**config.mk**
```make
export PLATFORM = sky130hd
export DESIGN_NAME = seg_scan_capture
export DESIGN_NICKNAME = d
export VERILOG_FILES = /design/src/rtl/seg_scan_capture.sv
export SDC_FILE = /design/constraint.sdc
export NUM_CORES = 1
export LEC_CHECK = 0
export ABC_AREA = 1
export ABC_CLOCK_PERIOD_IN_PS = 2600
export CORE_UTILIZATION = 28
export CTS_BUF_LIST = sky130_fd_sc_hd__clkbuf_4
export DETAILED_ROUTE_END_ITERATION = 6
export PLACE_DENSITY = 0.53
export SYNTH_ARGS = -nofsm -noshare
export SYNTH_HDL_FRONTEND = slang
export SYNTH_SLANG_ARGS = --single-unit
export TNS_END_PERCENT = 20
```
**constraint.sdc**
```tcl
create_clock -name clk -period 2.6 [get_ports clk]
set_clock_uncertainty 0.05 [all_clocks]
set_input_delay 0.78 -clock clk [delete_from_list [all_inputs] [get_ports clk]]
set_output_delay 0.78 -clock clk [all_outputs]
set_load 0.005 [all_outputs]
```
**src/rtl/seg_scan_capture.sv**
```systemverilog
// seg_scan_capture: rebuilds the four digit patterns of a multiplexed
// seven-segment display from the active-low anode/segment buses. A dwell
// is accepted once its sample has been seen SETTLE times in a row. Legal
// dwells update one digit lane. Illegal anode patterns bump a saturating
// error count. A one-cycle frame_done pulse marks each completed set of
// four distinct digits.

// One digit lane: holds the captured pattern and its valid flag.
module seg_scan_lane (
  input  logic       clk,
  input  logic       rst,
  input  logic       cap,
  input  logic       clr,
  input  logic [7:0] pat,
  output logic [7:0] digit,
  output logic       valid
);

  logic [7:0] digit_q, digit_d;
  logic       valid_q, valid_d;

  // next lane state: clear beats a capture landing on the same edge
  always_comb begin
    digit_d = digit_q;
    valid_d = valid_q;
    if (clr) begin
      digit_d = 8'h00;
      valid_d = 1'b0;
    end else if (cap) begin
      digit_d = pat;
      valid_d = 1'b1;
    end
  end

  // lane registers
  always_ff @(posedge clk or posedge rst) begin
    if (rst) begin
      digit_q <= 8'h00;
      valid_q <= 1'b0;
    end else begin
      digit_q <= digit_d;
      valid_q <= valid_d;
    end
  end

  assign digit = digit_q;
  assign valid = valid_q;

endmodule

module seg_scan_capture #(
  parameter int SETTLE = 4
) (
  input  logic        clk,
  input  logic        rst,
  input  logic [3:0]  an,
  input  logic [7:0]  seg,
  input  logic        clear,
  output logic [31:0] digits,
  output logic [3:0]  digit_valid,
  output logic        frame_done,
  output logic [7:0]  err_cnt
);

  localparam int         NUM_DIG   = 4;
  localparam logic [3:0] SETTLE_C  = 4'(SETTLE);
  localparam logic [3:0] SETTLE_M1 = 4'(SETTLE - 1);

  // sample register {an,seg}; idles at "all off"
  logic [11:0] samp_q, samp_d;
  // dwell length of the held sample, saturating at SETTLE
  logic [3:0]  cnt_q, cnt_d;
  // high for the single cycle in which cnt first sits at SETTLE
  logic        acc_q, acc_d;
  // digits captured in the current frame
  logic [3:0]  seen_q, seen_d;
  logic        fd_q, fd_d;
  logic [7:0]  err_q, err_d;

  logic [3:0]  an_act;
  logic        one_hot;
  logic        blank;
  logic [3:0]  cap_vec;
  logic        illegal;
  logic [7:0]  pat;
  logic [NUM_DIG-1:0][7:0] dig_arr;

  // sampling and dwell counting; accept fires on the SETTLE-1 -> SETTLE step
  // only, so a long dwell produces exactly one accept
  always_comb begin
    samp_d = {an, seg};
    if (samp_d != samp_q)
      cnt_d = 4'd1;
    else if (cnt_q == SETTLE_C)
      cnt_d = cnt_q;
    else
      cnt_d = cnt_q + 4'd1;
    acc_d = (cnt_d == SETTLE_C) && (cnt_q == SETTLE_M1);
  end

  // anode decode of the accepted (held) sample
  always_comb begin
    an_act  = ~samp_q[11:8];
    blank   = (an_act == 4'b0000);
    one_hot = !blank && ((an_act & (an_act - 4'd1)) == 4'b0000);
    cap_vec = (acc_q && one_hot) ? an_act : 4'b0000;
    illegal = acc_q && !one_hot && !blank;
    pat     = ~samp_q[7:0];
  end

  // frame tracking and error count; a full seen set is reported one edge
  // later and wiped on that edge, so a capture on that edge opens the next
  // frame
  always_comb begin
    seen_d = (seen_q == 4'b1111) ? 4'b0000 : seen_q;
    seen_d = seen_d | cap_vec;
    fd_d   = (seen_q == 4'b1111);
    err_d  = err_q;
    if (illegal && (err_q != 8'hFF))
      err_d = err_q + 8'd1;
    if (clear) begin
      seen_d = 4'b0000;
      fd_d   = 1'b0;
      err_d  = 8'h00;
    end
  end

  // capture-path registers
  always_ff @(posedge clk or posedge rst) begin
    if (rst) begin
      samp_q <= 12'hFFF;
      cnt_q  <= 4'd0;
      acc_q  <= 1'b0;
      seen_q <= 4'b0000;
      fd_q   <= 1'b0;
      err_q  <= 8'h00;
    end else begin
      samp_q <= samp_d;
      cnt_q  <= cnt_d;
      acc_q  <= acc_d;
      seen_q <= seen_d;
      fd_q   <= fd_d;
      err_q  <= err_d;
    end
  end

  for (genvar i = 0; i < NUM_DIG; i++) begin : g_lane
    seg_scan_lane u_lane (
      .clk   (clk),
      .rst   (rst),
      .cap   (cap_vec[i]),
      .clr   (clear),
      .pat   (pat),
      .digit (dig_arr[i]),
      .valid (digit_valid[i])
    );
  end

  assign digits     = dig_arr;
  assign frame_done = fd_q;
  assign err_cnt    = err_q;

endmodule

```
# ---- After elaboration in Yosys (flattened, before gate mapping)
# Index checks and enable logic that the tools add are counted.
dict set report op_classes {
  add_sub_neg 3
  eq_ne 6
  muxes 24
  bitwise_logic 4
  reduce_logical 15
}
# op count
set ops {}
lappend ops {{$mux W8} 10}
lappend ops {{$mux W4} 5}
lappend ops {{$ne A12 B12 Y1} 1}
lappend ops {{$reduce_bool A2 Y1} 5}
lappend ops {{$mux W1} 9}
lappend ops {{$add A8 B1 Y8 const B} 1}
lappend ops {{$eq A4 B3 Y1 const B} 2}
lappend ops {{$logic_not A4 Y1} 2}
lappend ops {{$ne A8 B8 Y1 const B} 1}
lappend ops {{$not A8 Y8} 1}
lappend ops {{$logic_and A1 B1 Y1} 6}
lappend ops {{$add A4 B1 Y4 const B} 1}
lappend ops {{$and A4 B4 Y4} 1}
lappend ops {{$eq A4 B2 Y1 const B} 1}
lappend ops {{$eq A4 B4 Y1 const B} 1}
lappend ops {{$not A4 Y4} 1}
lappend ops {{$or A4 B4 Y4} 1}
lappend ops {{$sub A4 B1 Y4 const B} 1}
lappend ops {{$logic_not A1 Y1} 2}
dict set report totals {
  reg_bits 66
  input_bits 15
  word_cells 66
}

# ---- Logic depth before layout (Yosys ltp)
# Gate-level depths: netlist (run 1).
dict set report depth {
  word_depth 11
  depth_mapped 9
  mapped_depth_nobuf 9
}

# ---- Cells and area by module
# A second synthesis (run 1) with hierarchy kept.
dict set report unflattened {
  hier_cells 360
  area_unflattened_um2 3039.2
}
# module instances cells_each area_per_inst_um2
set modules_own_cells {}
lappend modules_own_cells {seg_scan_capture 1 204 1587.8}
lappend modules_own_cells {seg_scan_lane 4 39 362.8}

# ---- Least setup slack after synthesis (run 1)
# OpenSTA, ideal clock, no wires.
dict set report synth_timing {
  path_kind {input -> register}
  from {input port clear}
  to {register g_lane[2].u_lane.digit_q[7]}
  arrival_time_ns 1.421
  path_slack_ns 1.011
  cell_stages 5
  path_buffers 2
  cell_sequence {clkbuf_2 -> clkbuf_1 -> nor2_1 -> nand2_1 -> nand2_1}
}
dict set report synth_via {
  elab_chain_cells 1
  elab_cells_between_ends 2
  classes_between {mux: 1; reduce/logical: 1}
}
# item line
set synth_rtl {}
lappend synth_rtl {{from (decl)} 58} ;# input logic clear,
lappend synth_rtl {{$mux W8 or $reduce_bool A2 Y1 (tied branches)} -}
lappend synth_rtl {{to (signal assigned)} 41} ;# digit_q <= digit_d;
lappend synth_rtl {{to (decl)} 19} ;# logic [7:0] digit_q, digit_d;
# Several ways; a longest one is shown, not always the timed one.
# A chain may end at the register's enable or synchronous reset.

# ---- Worst setup path in the final report (run 1)
dict set report layout_timing {
  from {register err_q[4] (netlist: err_cnt[4])}
  to {output port err_cnt[4]}
}
# item line
set layout_lines {}
lappend layout_lines {{from (decl)} 78} ;# logic [7:0] err_q, err_d;
lappend layout_lines {{from (signal assigned)} 143} ;# err_q <= err_d;
lappend layout_lines {{to (decl)} 62} ;# output logic [7:0] err_cnt
# No word-level cell between the ends.

==> impl_summary.md, run 1 <==
Outcome
The run finished with clean final reports.

Logic synthesis
The proportion of synthesized chip area in sequential cells is 53.4%. For this run, the number of Yosys warnings is 0. The largest area contributor in the synthesized netlist is sky130_fd_sc_hd__dfrtp_1. The per-instance average area after synthesis is ~8.4 µm². The post-synth design cell area is ~3100 µm². The number of nets in the synthesized netlist is 390. The top cell type's share of synthesized area is 43.3%. The synthesized netlist contains 27 unique library cells. The post-synthesis register bit count is 66.

In the synthesized netlist, the number of instances is between 300 and 400. After synthesis, the cell types taking the most area are sky130_fd_sc_hd__dfrtp_1, sky130_fd_sc_hd__nand2_1, sky130_fd_sc_hd__dfstp_2, sky130_fd_sc_hd__nand3_1, sky130_fd_sc_hd__inv_1.

Final layout
The antenna diode instance count is 0. Summing all multi-input logic gate instances after layout gives between 1000 and 1500 µm². Relative to the synthesized area, the layout overhead comes to 27.1%.

The fill cell instance count of the final layout is between 1,000 and 1,500. In the final layout, the share of cells above drive strength 1 is between 10 and 15%. The number of nets at the end of the flow is around 450.

Across the whole layout, storage elements account for 1670 µm².

Worst setup path
STA classifies the critical path startpoint as a flop. The worst-case register-to-register setup slack is slightly below 900 ps. The start point of the critical path is err_cnt[4]. In this run the critical register-to-register path is captured at g_lane[0].u_lane.digit[4].

The sort of element at the end of the critical path is an output port. The worst setup path is of the reg2out kind. The number of buffers and inverters on the critical path is 1. The delay of the slowest critical-path stage is 580 ps. The critical path's top delay family is buffers and inverters. The cell with the largest stage delay on the worst path is sky130_fd_sc_hd__clkdlybuf4s50_1.

Of all nets on the critical path, the largest fanout is 9. STA puts the critical path data arrival time at ~1500 ps. In this run the number of cells on the critical path is 1. The worst-case reg-to-reg path depth is 8. STA puts the critical path data required time at 1770 ps. The critical path goes through clkdlybuf4s50_1. The critical register-to-register path startpoint is samp_q[10]. In this run the worst setup path terminates at err_cnt[4].

STA
Counting I/O delays and the setup requirement, the final critical path takes between 2000 and 2500 ps. The count of final hold-check violations is 0. Setup repair after global routing left no endpoint under its margin. The fmax is ~430 MHz. The final clock period utilization by the worst path is 90.0%. Measured against its own limit, the worst slew margin works out to ~64%.

The final number of setup-violating endpoints is 0. After routing, the total negative slack on setup checks comes to 0 ps. The number of slew-limit violations in the final report was 0. The slew at the pin closest to its max-slew limit is about 530 ps.

Clock network
The maximum clock path buffer count is 2. The hold buffer count at cts is 0. The number of setup buffers added after CTS is 0. After clock tree synthesis, the repair step resized 0 gates.

Clock tree synthesis selected as its root buffer the cell sky130_fd_sc_hd__clkbuf_4. At the later pin of the worst-skew pair, clock insertion delay measures 410 ps. The number of levels in the clock H-tree is 3. The clock slew at the register clock pins of the worst setup and hold paths is 120 ps. The number of clock buffers inserted by TritonCTS is 9. The clock net sink count is 66. TritonCTS built the clock tree.

GRT
The number of antenna violations at the first check in global routing is 0. The via count of the first global-routing pass is about 2,500. In the global route stage, overall resource usage came out at roughly 14%. For this run the aggregate overflow at the end of global routing stands at 0.

The pin count of the biggest net entering global routing is 44. The first-pass GRT wire length is around 12,000 µm.

Hold path
The startpoint of the worst hold path is g_lane[2].u_lane.digit[1]. The path class of the lowest-slack min-delay path is reg2reg. The worst hold path passes through 2 cells.

Floorplanning
After floorplanning, the core was sized to cover ~11,000 µm². The area enclosed by the die boundary is 11,600 µm². From bottom edge to top edge, the die measures ~110 µm. Measured along the x axis, the die boundary spans roughly 110 µm. The standard-cell row count is 38.

The number of placed I/O pins is 60. The starting density of the core is roughly 29%.

Placed design
The HPWL reported at the end of detailed placement is ~5500 µm. In this run the tool buffered the top-level ports with 59 buffer cells. Routability-driven placement finished with a final weighted congestion of between 0.7 and 0.8.

Routing
The final routed wirelength across all metal layers is 7630 µm. Dividing the detail-routed wire length by the instance count gives roughly 13 µm. The count of nets left with antenna violations after detail routing is 0. The routed layout has roughly 2,500 vias.

The first detailed-routing pass took 4 iterations. The remaining routing DRC violations is 0. The number of DRC markers after the initial detailed-route iteration is just over 100. After detailed routing, the number of vias per cell comes to approximately 4.4.

Power
The leakage power total is a little under 0.002 µW. The overall power after layout is 1870 µW. Dividing total power by cell area gives a power density of around 470 nW/µm².

The largest vdd supply drop is 197 µV.

Run
The tool flagged a number of max-cap violations equal to 0.
-- synth_stat cells --
cell type	instances
sky130_fd_sc_hd__nand2_1	132
sky130_fd_sc_hd__nand3_1	48
sky130_fd_sc_hd__ha_1	3
sky130_fd_sc_hd__o21ai_0	3
sky130_fd_sc_hd__nor3_1	1
sky130_fd_sc_hd__clkinv_1	1
sky130_fd_sc_hd__xnor2_1	5
sky130_fd_sc_hd__nand2_4	1
sky130_fd_sc_hd__a21oi_2	7
sky130_fd_sc_hd__dfrtp_1	54
sky130_fd_sc_hd__clkinv_2	1
sky130_fd_sc_hd__dfstp_2	12
sky130_fd_sc_hd__inv_2	4
sky130_fd_sc_hd__clkbuf_1	1
sky130_fd_sc_hd__a21oi_4	1
sky130_fd_sc_hd__buf_4	4
sky130_fd_sc_hd__nor2_2	1
sky130_fd_sc_hd__nand3_2	6
sky130_fd_sc_hd__nor3b_1	1
sky130_fd_sc_hd__o21a_4	1
sky130_fd_sc_hd__clkbuf_2	1
sky130_fd_sc_hd__buf_2	6
sky130_fd_sc_hd__buf_6	4
sky130_fd_sc_hd__xor2_1	3
sky130_fd_sc_hd__nand4_1	4
sky130_fd_sc_hd__nor2_1	31
sky130_fd_sc_hd__inv_1	36
-- state kept, by name (all words and copies together) (netlist names) --
register             flops
acc_q                    1
cnt_q                    4
err_cnt                  8
frame_done               1
g_lane.u_lane.digit     32
g_lane.u_lane.valid      4
samp_q                  12
seen_q                   4
-- worst min-delay path by stage --
stage                                            to
after global routing      g_lane[2].u_lane.digit[1]
final                     g_lane[2].u_lane.digit[1]
after global placement    g_lane[3].u_lane.digit[5]
after CTS                 g_lane[2].u_lane.digit[1]
after floorplan           g_lane[2].u_lane.digit[7]
after detailed placement  g_lane[2].u_lane.digit[1]
-- per-stage QoR --
stage          utilization (%)  area, µm²  setup WS, ps  hold slack, ps  cells
6_report                  36.6       3970           261             468    575
5_1_grt                   36.6       3970           175             497    575
4_1_cts                   36.6       3970           231             472    575
3_5_place_dp              35.3       3830           425             444    559
3_3_place_gp              35.3       3830           455             448    559
2_1_floorplan                -       3120           135             442    372
-- placed cells by master, fill, tap and decap left out, types with 4 or more instances in the layout --
| master | count |
|---|---|
| sky130_fd_sc_hd__nand4_1 | 4 |
| sky130_fd_sc_hd__dfstp_2 | 12 |
| sky130_fd_sc_hd__nor2_1 | 31 |
| sky130_fd_sc_hd__nand2_1 | 132 |
| sky130_fd_sc_hd__clkdlybuf4s50_1 | 59 |
| sky130_fd_sc_hd__xnor2_1 | 5 |
| sky130_fd_sc_hd__nand3_1 | 48 |
| sky130_fd_sc_hd__a21oi_2 | 7 |
| sky130_fd_sc_hd__dfrtp_1 | 54 |
| sky130_fd_sc_hd__clkbuf_4 | 9 |
| sky130_fd_sc_hd__nand3_2 | 6 |
| sky130_fd_sc_hd__inv_2 | 5 |
| sky130_fd_sc_hd__clkinv_2 | 4 |
| sky130_fd_sc_hd__inv_1 | 35 |
-- layer usage --
layer  GRT usage [%]  part of all wire (%)  vias up  wire [µm]
li1                -                     -     1270          -
met1            19.5                    49     1197       3770
met2            21.7                    45       48       3450
met3            3.03                   3.6       13        275
met4            5.97                   1.7        0        131
met5               0                     0        -          0
-- report_power, final --
part | total (µW) | switching [µW] | internal (µW)
Sequential | 1060 | 10.2 | 1050
Combinational | 131 | 83.4 | 48.1
Clock | 685 | 394 | 291
Total | 1870 | 487 | 1380
-- layout make-up --
class / count / share of cell area [%]
sequential: 66 / 42.0
multi-input combinational: 248 / 29.8
timing repair buffer: 63 / 16.3
tap: 140 / 4.42
inverter: 42 / 4.01
clock inverter: 7 / 1.77
clock buffer: 9 / 1.70
-- cells by family (layout without fill, tap and decap cells) --
family	after synthesis	after routing	share of synthesized area [%]
xor gates and xnor gates	8	8	2.24
AOI/OAI and AO/OA	12	12	3.45
buffers and inverters	58	121	8.74
DFF	66	66	53.4
and+or+nand+nor	225	225	31.0
adders and majority gates	3	3	1.20
Power figures use the tool's default switching activity.
==> inputs of run 2 (changes only) <==
--- a/config.mk
+++ b/config.mk
@@ -9,6 +9,7 @@
 export ABC_CLOCK_PERIOD_IN_PS = 2600
 export CORE_UTILIZATION = 28
 export CTS_BUF_LIST = sky130_fd_sc_hd__clkbuf_4
+export CTS_CLUSTER_SIZE = 14
 export DETAILED_ROUTE_END_ITERATION = 6
 export PLACE_DENSITY = 0.53
 export SYNTH_ARGS = -nofsm -noshare
==> results of run 2 <==
Same layout as run 1: the final DEF is identical, and so are final timing and power.
